--- src/rtl/fp16_accel_host_driver_if.sv ---
// Request/response and accelerator byte-bus signals of the FP16 accelerator host driver.
// The slave modport is the driver itself; master is the host/accelerator side.
interface fp16_accel_host_driver_if;
   logic        req_valid;
   logic        req_ready;
   logic [15:0] req_a;
   logic [15:0] req_b;
   logic        rsp_valid;
   logic        rsp_ready;
   logic [15:0] rsp_data;
   logic [7:0]  acc_ui;
   logic [7:0]  acc_uio;
   logic [7:0]  acc_uo;

   modport slave (
      input  req_valid, req_a, req_b, rsp_ready, acc_uo,
      output req_ready, rsp_valid, rsp_data, acc_ui, acc_uio
   );

   modport master (
      output req_valid, req_a, req_b, rsp_ready, acc_uo,
      input  req_ready, rsp_valid, rsp_data, acc_ui, acc_uio
   );
endinterface

--- src/rtl/fp16_accel_host_driver.sv ---
// Host-side initiator for the byte-serial FP16 log-multiplier accelerator: serialises one
// operand pair, waits the fixed processing latency, captures the two result bytes.
module fp16_accel_host_driver #(
   parameter logic [7:0]  START_BYTE  = 8'h01,
   parameter int unsigned PROC_CYCLES = 8
) (
   input  logic                     clk,
   input  logic                     rst_n,
   fp16_accel_host_driver_if.slave  bus,
   output logic                     busy
);

   typedef enum logic [2:0] {
      StIdle, StStart, StSendLo, StSendHi, StWait, StCapLo, StCapHi, StResp
   } state_e;

   localparam logic [7:0] CntLoad = 8'(PROC_CYCLES - 1);

   state_e      state_q, state_d;
   logic [15:0] a_q, a_d;
   logic [15:0] b_q, b_d;
   logic [7:0]  cnt_q, cnt_d;
   logic [7:0]  cap_lo_q, cap_lo_d;
   logic [15:0] rsp_data_q, rsp_data_d;
   logic        rsp_valid_q, rsp_valid_d;
   logic        req_ready_q, req_ready_d;
   logic        busy_q, busy_d;
   logic [7:0]  ui_q, ui_d;
   logic [7:0]  uio_q, uio_d;

   always_comb begin
      state_d    = state_q;
      a_d        = a_q;
      b_d        = b_q;
      cnt_d      = cnt_q;
      cap_lo_d   = cap_lo_q;
      rsp_data_d = rsp_data_q;

      case (state_q)
         StIdle: begin
            if (bus.req_valid && req_ready_q) begin
               a_d     = bus.req_a;
               b_d     = bus.req_b;
               state_d = StStart;
            end
         end
         StStart:  state_d = StSendLo;
         StSendLo: state_d = StSendHi;
         StSendHi: begin
            cnt_d   = CntLoad;
            state_d = StWait;
         end
         // Leaves WAIT so that CAP_LO lands PROC_CYCLES cycles after SEND_HI.
         StWait: begin
            if (cnt_q == 8'd1) begin
               state_d = StCapLo;
            end else begin
               cnt_d = cnt_q - 8'd1;
            end
         end
         StCapLo: begin
            cap_lo_d = bus.acc_uo;
            state_d  = StCapHi;
         end
         StCapHi: begin
            rsp_data_d = {bus.acc_uo, cap_lo_q};
            state_d    = StResp;
         end
         StResp: begin
            if (bus.rsp_ready) begin
               state_d = StIdle;
            end
         end
      endcase
   end

   // Outputs are decoded from the next state so they are registered alongside it.
   always_comb begin
      ui_d        = 8'h00;
      uio_d       = 8'h00;
      req_ready_d = (state_d == StIdle);
      rsp_valid_d = (state_d == StResp);
      busy_d      = (state_d != StIdle);
      case (state_d)
         StStart:  ui_d = START_BYTE;
         StSendLo: begin
            ui_d  = a_d[7:0];
            uio_d = b_d[7:0];
         end
         StSendHi: begin
            ui_d  = a_d[15:8];
            uio_d = b_d[15:8];
         end
         default: begin
            ui_d  = 8'h00;
            uio_d = 8'h00;
         end
      endcase
   end

   always_ff @(posedge clk) begin
      if (!rst_n) begin
         state_q     <= StIdle;
         a_q         <= 16'h0000;
         b_q         <= 16'h0000;
         cnt_q       <= 8'h00;
         cap_lo_q    <= 8'h00;
         rsp_data_q  <= 16'h0000;
         rsp_valid_q <= 1'b0;
         req_ready_q <= 1'b1;
         busy_q      <= 1'b0;
         ui_q        <= 8'h00;
         uio_q       <= 8'h00;
      end else begin
         state_q     <= state_d;
         a_q         <= a_d;
         b_q         <= b_d;
         cnt_q       <= cnt_d;
         cap_lo_q    <= cap_lo_d;
         rsp_data_q  <= rsp_data_d;
         rsp_valid_q <= rsp_valid_d;
         req_ready_q <= req_ready_d;
         busy_q      <= busy_d;
         ui_q        <= ui_d;
         uio_q       <= uio_d;
      end
   end

   assign bus.req_ready = req_ready_q;
   assign bus.rsp_valid = rsp_valid_q;
   assign bus.rsp_data  = rsp_data_q;
   assign bus.acc_ui    = ui_q;
   assign bus.acc_uio   = uio_q;
   assign busy          = busy_q;

endmodule

--- src/flat_wrapper.sv ---
// flat-port wrapper written by rule: the top's interface ports become plain ports
module fp16_accel_host_driver_flat 
#(
   parameter logic [7:0]  START_BYTE  = 8'h01,
   parameter int unsigned PROC_CYCLES = 8
)
  (clk, rst_n, busy, bus_req_valid, bus_req_a, bus_req_b, bus_rsp_ready, bus_acc_uo, bus_req_ready, bus_rsp_valid, bus_rsp_data, bus_acc_ui, bus_acc_uio);
  fp16_accel_host_driver_if bus_i ();
  input  logic clk;
  input  logic rst_n;
  output logic busy;
  input wire logic [$bits(bus_i.req_valid)-1:0] bus_req_valid;
  input wire logic [$bits(bus_i.req_a)-1:0] bus_req_a;
  input wire logic [$bits(bus_i.req_b)-1:0] bus_req_b;
  input wire logic [$bits(bus_i.rsp_ready)-1:0] bus_rsp_ready;
  input wire logic [$bits(bus_i.acc_uo)-1:0] bus_acc_uo;
  output wire logic [$bits(bus_i.req_ready)-1:0] bus_req_ready;
  output wire logic [$bits(bus_i.rsp_valid)-1:0] bus_rsp_valid;
  output wire logic [$bits(bus_i.rsp_data)-1:0] bus_rsp_data;
  output wire logic [$bits(bus_i.acc_ui)-1:0] bus_acc_ui;
  output wire logic [$bits(bus_i.acc_uio)-1:0] bus_acc_uio;
  assign bus_i.req_valid = bus_req_valid;
  assign bus_i.req_a = bus_req_a;
  assign bus_i.req_b = bus_req_b;
  assign bus_i.rsp_ready = bus_rsp_ready;
  assign bus_i.acc_uo = bus_acc_uo;
  assign bus_req_ready = bus_i.req_ready;
  assign bus_rsp_valid = bus_i.rsp_valid;
  assign bus_rsp_data = bus_i.rsp_data;
  assign bus_acc_ui = bus_i.acc_ui;
  assign bus_acc_uio = bus_i.acc_uio;
  fp16_accel_host_driver #(.START_BYTE(START_BYTE), .PROC_CYCLES(PROC_CYCLES)) u_core (.clk(clk), .rst_n(rst_n), .bus(bus_i), .busy(busy));
endmodule
--- config.mk ---
export PLATFORM = sky130hd
export DESIGN_NAME = fp16_accel_host_driver_flat
export DESIGN_NICKNAME = d
export VERILOG_FILES = /design/src/rtl/fp16_accel_host_driver_if.sv /design/src/rtl/fp16_accel_host_driver.sv /design/src/flat_wrapper.sv
export SDC_FILE = /design/constraint.sdc
export NUM_CORES = 1
export LEC_CHECK = 0
export BUFFER_PORTS_ARGS = -buffer_cell sky130_fd_sc_hd__buf_4
export CORE_ASPECT_RATIO = 1.25
export CORE_MARGIN = 2
export CORE_UTILIZATION = 50
export CTS_CLUSTER_SIZE = 30
export DETAILED_ROUTE_END_ITERATION = 7
export GPL_ROUTABILITY_DRIVEN = 0
export PLACE_DENSITY = 0.79
export SETUP_SLACK_MARGIN = 0.2
export SYNTH_ARGS = -nofsm -noshare
export SYNTH_HDL_FRONTEND = slang
export SYNTH_SLANG_ARGS = --single-unit
--- constraint.sdc ---
create_clock -name clk -period 1.9 [get_ports clk]
set_input_delay 0.095 -clock clk [delete_from_list [all_inputs] [get_ports clk]]
set_output_delay 0.095 -clock clk [all_outputs]
set_load 0.02 [all_outputs]
==> impl_metrics.tcl, run 1 <==
set metrics [dict create \
    synth_top_cell_by_area "dfxtp_1" \
    synth.net_count 418 \
    power_leakage_nw 1.84 \
    cp.required_ps 2190 \
    rsz0062_at_grt "false" \
    placed_area_sq_um 4000 \
    period_share 0.864 \
    routed_wl_um 8030 \
    fp.dieH_um 94.9 \
    final-hold-violation-count 0 \
    grt.overflow.total 0 \
    holdCritPathClass "in -> reg" \
    synth.distinct_cells 43 \
    hpwl_um 5250 \
    drt_iter0_drc 168 \
    finalSetupViolCount 0 \
    vias 3084 \
    diodes 0 \
    ys_seq_area_frac 0.520 \
    fillCellCount 496 \
    synth_edf_count 0 \
    postCtsSetupBuffers 0 \
    coreArea_sq_um 6480 \
    synth_seq_cells 86 \
    clockBufferDepth 2 \
    cp_cell_sequence "or4_1 > or4_1 > a21oi_1" \
    clkSlewWorstSetupHoldPaths_ps 90 \
    cts-root-buf "clkbuf_8" \
    final_cells 563 \
    worstMarginPinSlew_ps 646 \
    h-tree-depth 3 \
    syn-instance-count 372 \
    tritoncts "yes" \
    fin_crit_ps 1640 \
    crit_path_top_delay_cell "or4_1" \
    critPathMaxFanout 8 \
    die_area_sq_um 7290 \
    worstSetupEndpointType "flip-flop" \
    cts_buffers 9 \
    grt_first_pass_wirelength_um 13400 \
    power.total_mw 3.97 \
    routed_via_density 5.48 \
    fmax_mhz 609 \
    fin_skew_ps 10.8 \
    synthToLayoutAreaGrowth_pct 36.6 \
    yosys_most_used_dff "dfxtp_1" \
    p_per_area_nw_per_um2 878 \
    outcome "finished clean" \
    setup_tns_ps 0 \
    dr.pass1.iters 4 \
    avgSynthCellArea_sq_um 8.89 \
    finalMaxSlewViolations 0 \
    yosysTopAreaCellShare 0.520 \
    fin_area_sq_um 4520 \
    track_usage 0.228 \
    drc 0 \
    crit_path_frequent_cell "or4_1" \
    arrival_ps 1930 \
    setup_slack_ps 259 \
    ff2ff_setup_slack_ps 260 \
    hold_ws_ps 12.0 \
    maxSlewHeadroom 0.565 \
    drive_gt1_frac 0.254 \
    synth.area.top_cells "dfxtp_1, a21oi_1, o21ai_0" \
    clock_latency_ps 360 \
    yosysWarnings 0 \
    cp-start-kind "flip-flop" \
    std_cell_rows 33 \
    fin_nets 518 \
    cap_viol_max_count 0 \
    max_stage_delay_ps 550 \
    die_w_um 76.8 \
    grt_max_degree 33 \
    netlist_area_sq_um 3310 \
    dp_slack_ps 253 \
    antenna_found_initial 0 \
    criticalPathCategory "reg -> reg" \
    postRouteAntennaNets 0 \
    finish.utilization 0.697 \
    grt_pass1_vias 3030 \
    post_drt_wl_per_cell_um 14.3 \
    ir_worst_vdd_uv 499 \
    io_pins 79 \
    dp_cells 518 \
    place.port_buffers 78 \
    cts.sinks 86 \
    initial_core_util 0.510 \
    async_flop_share 0 \
]
critical path, delay by kind of cell (launching register included):
kind            cells  cell delay (ps)
compound gates      1              140
simple gates        2             1060
flops               1              370
area by class of cell:
| class | instances | area, sq um | share of cell area |
|---|---|---|---|
| Clock buffer | 10 | 138 | 0.0305 |
| Clock inverter | 5 | 66.3 | 0.0147 |
| Inverter | 6 | 22.5 | 0.00498 |
| Multi-Input combinational cell | 247 | 1460 | 0.323 |
| Sequential cell | 86 | 1720 | 0.381 |
| Tap cell | 87 | 109 | 0.0241 |
| Timing Repair Buffer | 122 | 1000 | 0.222 |
layout by cell type (no fill, tap or decap), types with 2 or more instances in the layout:
cell,synthesis,final
and3b_1,3,2
o21a_1,3,3
clkbuf_8,0,10
nor2_1,14,13
a22o_1,15,15
a21oi_1,54,54
buf_4,0,91
or4_1,2,2
nor4b_2,2,3
a211oi_1,4,3
inv_1,5,5
nand4_1,2,2
o21ai_0,35,35
a31oi_1,2,2
nand4bb_1,2,2
dlygate4sd3_1,0,30
nand2_1,38,38
inv_6,0,2
or3_1,2,2
nand3b_1,5,5
ha_1,2,2
dfxtp_1,86,85
nand3_1,34,34
mux2i_1,9,9
synth_stat cells, types with 2 or more instances:
library cell / count
nor2_1: 14
or4_1: 2
nor4b_2: 2
nand2_1: 38
buf_1: 2
nand3_1: 34
a22o_1: 15
clkbuf_1: 28
ha_1: 2
a211oi_1: 4
mux2i_1: 9
a21oi_1: 54
nand4_1: 2
nand4bb_1: 2
and3b_1: 3
o21a_1: 3
o21ai_0: 35
or3_1: 2
dfxtp_1: 86
inv_1: 5
buf_2: 3
nand3b_1: 5
a31oi_1: 2
report_power, final:
| group | internal, mW | switching [mW] |
|---|---|---|
| combinational | 0.300 | 0.372 |
| clock | 0.655 | 0.676 |
| sequential | 1.90 | 0.0611 |
layer usage:
layer  vias up  share of wire  GRT usage
met2       108           0.53      0.411
li1       1524              -          -
met4         0          0.019      0.105
met1      1437           0.40      0.260
met5         -              0          0
met3        15          0.050     0.0459
worst paths after layout:
kind / start / to / cells past startpoint
worst max register to register: u_core.cnt_q[2]$_SDFFE_PN0P_ / u_core.cnt_q[6]$_SDFFE_PN0P_ / 3
worst max-delay path: u_core.cnt_q[2]$_SDFFE_PN0P_ / u_core.cnt_q[6]$_SDFFE_PN0P_ / 3
worst min register to register: u_core.cap_lo_q[6]$_SDFFE_PN0P_ / u_core.bus.rsp_data[6]$_SDFFE_PN0P_ / 2
worst min-delay path: bus_req_a[4] / u_core.a_q[4]$_SDFF_PN0_ / 3
sequential cells by signal, indices dropped and copies added, names as in the netlist:
signal	flops
u_core.bus.rsp_data	16
u_core.b_q	16
u_core.busy	1
u_core.bus.acc_ui	8
u_core.a_q	16
u_core.cnt_q	8
u_core.bus.acc_uio	8
u_core.bus.req_ready	1
u_core.cap_lo_q	8
u_core.bus.rsp_valid	1
u_core.state_q	3
kinds of logic after synthesis:
logic type	Yosys count	share of synthesized area
AND/OR/NAND/NOR	114	0.181
adder cells (fa/ha/maj)	2	0.00756
multiplexers	9	0.0272
flip-flops	86	0.520
buffers and inverters	39	0.0454
AO/OA/AOI/OAI	122	0.219
repair_timing:
item / CTS / global route
resized for setup: 0 / 6
setup endpoints to repair: 0 / 12
hold endpoints to repair: 36 / 0
hold buffers: 30 / 0
No activity file was read; power rests on OpenSTA's default activity.
==> run 2: changes to the inputs <==
--- a/config.mk
+++ b/config.mk
@@ -7,7 +7,7 @@
 export LEC_CHECK = 0
 export BUFFER_PORTS_ARGS = -buffer_cell sky130_fd_sc_hd__buf_4
 export CORE_ASPECT_RATIO = 1.25
-export CORE_MARGIN = 2
+export CORE_MARGIN = 4
 export CORE_UTILIZATION = 50
 export CTS_CLUSTER_SIZE = 30
 export DETAILED_ROUTE_END_ITERATION = 7
==> run 2 against run 1 <==
  * Routed wire length about the same
  * Via count decreased by 2.8%
  * First-iteration DRC count decreased by 17%
  * Hold slack got worse by 3.3 ps
  * Register-to-register slack about the same
==> impl_metrics.tcl, run 2 (synthesis results as in run 1) <==
set metrics [dict create \
    reg2regPathDepth 3 \
    arrival_ps 1930 \
    cp-start-kind "flip-flop" \
    routed_wl_um 8030 \
    pwr-share-comb 0.165 \
    fin_crit_ps 1650 \
    fp.dieH_um 98.9 \
    routed_via_density 5.42 \
    cts.sinks 86 \
    die_area_sq_um 7990 \
    met1_usage 0.233 \
    diodes 0 \
    cts_buffers 9 \
    postCtsSetupBuffers 0 \
    grt-busiest-layer "met2" \
    regToRegEndpoint "u_core.cnt_q[6]$_SDFFE_PN0P_" \
    tritoncts "yes" \
    hpwl_um 5320 \
    worstReg2RegStart "u_core.cnt_q[2]$_SDFFE_PN0P_" \
    power_leakage_nw 1.80 \
    fin_skew_ps 6.29 \
    setup_tns_ps 0 \
    period_share 0.868 \
    criticalPathCategory "reg -> reg" \
    whs_path_depth 3 \
    finalSetupViolCount 0 \
    outcome "finished clean" \
    dr.pass1.iters 4 \
    hold_ws_ps 8.68 \
    finalMaxSlewViolations 0 \
    holdCritPathClass "in -> reg" \
    place.port_buffers 78 \
    fmax_mhz 607 \
    grt_pass1_vias 2892 \
    std_cell_rows 32 \
    sw_frac_of_total 0.261 \
    ff2ff_setup_slack_ps 250 \
    worstSetupEndpointType "flip-flop" \
    vias 2997 \
    initial_core_util 0.526 \
    seqPwrFrac 0.493 \
    p_clk_frac 0.342 \
    grt.overflow.total 0 \
    maxSlewHeadroom 0.572 \
    fin_nets 509 \
    die_w_um 80.8 \
    grt_first_pass_wirelength_um 12800 \
    final_cell_mix "buf_4, dfxtp_1, a21oi_1, nand2_1, o21ai_0" \
    synthToLayoutAreaGrowth_pct 33.2 \
    h-tree-depth 3 \
    cp.required_ps 2180 \
    holdPathEnd "u_core.b_q[15]$_SDFF_PN0_" \
    grt_max_degree 34 \
    grt.met2_usage 0.353 \
    postRouteAntennaNets 0 \
    ir_worst_vdd_uv 882 \
    p_switching_mw 1.04 \
    coreArea_sq_um 6290 \
    rsz0062_at_grt "true" \
    hold_start "bus_req_b[15]" \
    io_pins 79 \
    p_per_area_nw_per_um2 901 \
    antenna_found_initial 0 \
    worstMarginPinSlew_ps 636 \
    drc 0 \
    post_drt_wl_per_cell_um 14.5 \
    cts-root-buf "clkbuf_8" \
    drt_iter0_drc 139 \
    power.internal_mw 2.93 \
    critPathMaxFanout 8 \
    clock_latency_ps 350 \
    grt_util_met3 0.0420 \
    cap_viol_max_count 0 \
    clkSlewWorstSetupHoldPaths_ps 80 \
    drive_gt1_frac 0.250 \
    track_usage 0.203 \
    final-hold-violation-count 0 \
    final_common_cell "buf_4" \
    clockBufferDepth 2 \
]
## run 2: cell types whose count changed in the layout (fill, tap and decap cells not counted), sizes merged
| cell | change |
|---|---|
| dlygate4sd3 | -11 |
| clkbuf | +3 |
| inv | -3 |
| buf | +2 |
| bufinv | +1 |
| clkinv | +1 |
| clkinvlp | -1 |
## run 2: worst max-delay path by stage
| stage | slack, ps | end | depth (start not counted) | start |
|---|---|---|---|---|
| after global placement | 300 | u_core.cnt_q[6]$_SDFFE_PN0P_ | 3 | u_core.cnt_q[2]$_SDFFE_PN0P_ |
| after floorplan | 210 | u_core.cnt_q[2]$_SDFFE_PN0P_ | 5 | u_core.cnt_q[1]$_SDFFE_PN0P_ |
| final | 250 | u_core.cnt_q[6]$_SDFFE_PN0P_ | 3 | u_core.cnt_q[2]$_SDFFE_PN0P_ |
| after global routing | 140 | u_core.cnt_q[2]$_SDFFE_PN0P_ | 3 | u_core.state_q[2]$_SDFF_PN0_ |
| after detailed placement | 230 | u_core.cnt_q[7]$_SDFFE_PN0P_ | 4 | u_core.state_q[2]$_SDFF_PN0_ |
| after CTS | 220 | u_core.cnt_q[7]$_SDFFE_PN0P_ | 4 | u_core.state_q[2]$_SDFF_PN0_ |
## run 2: worst max-delay path, stage by stage (launching register included)
cell	delay, ps
dfxtp_1	380
or4_1	560
or4_1	510
a21oi_1	140
## run 2: power groups by stage
stage / Clock [mW] / Combinational [mW] / Sequential [mW]
after floorplan: 0 / 0.370 / 2.01
after global placement: 0 / 0.601 / 1.99
after detailed placement: 0 / 0.617 / 2.00
after CTS: 1.38 / 0.649 / 1.96
after global routing: 1.47 / 0.720 / 1.97
final: 1.36 / 0.654 / 1.96
## run 2: area by class of cell
cell class / count / area, sq um
inverter: 6 / 22.5
timing repair buffer: 113 / 900
clock inverter: 3 / 68.8
fill: 482 / 1880
clock buffer: 13 / 139
multi-input combinational: 247 / 1450
sequential: 86 / 1720
tap: 85 / 106
## run 2: per-layer routing
metal / part of all wire / vias up
li1: - / 1503
met1: 0.40 / 1401
met2: 0.52 / 81
met3: 0.054 / 12
met4: 0.023 / 0
met5: 0 / -
## run 2: timing repair
item	4_1_cts	5_1_grt
hold endpoints to repair	24	0
gates resized for setup	0	4
endpoints found under the setup margin	0	5
hold buffers	19	0
## run 2: metrics by stage
stage / total power, mW / instances / cell area, sq um / util / setup slack [ps]
4_1_cts: 3.99 / 553 / 4390 / 0.699 / 218
6_report: 3.97 / 553 / 4410 / 0.701 / 252
3_5_place_dp: 2.62 / 518 / 4000 / 0.636 / 233
3_3_place_gp: 2.59 / 518 / 4000 / 0.636 / 301
2_1_floorplan: 2.38 / 372 / 3310 / - / 205
5_1_grt: 4.16 / 553 / 4410 / 0.701 / 142
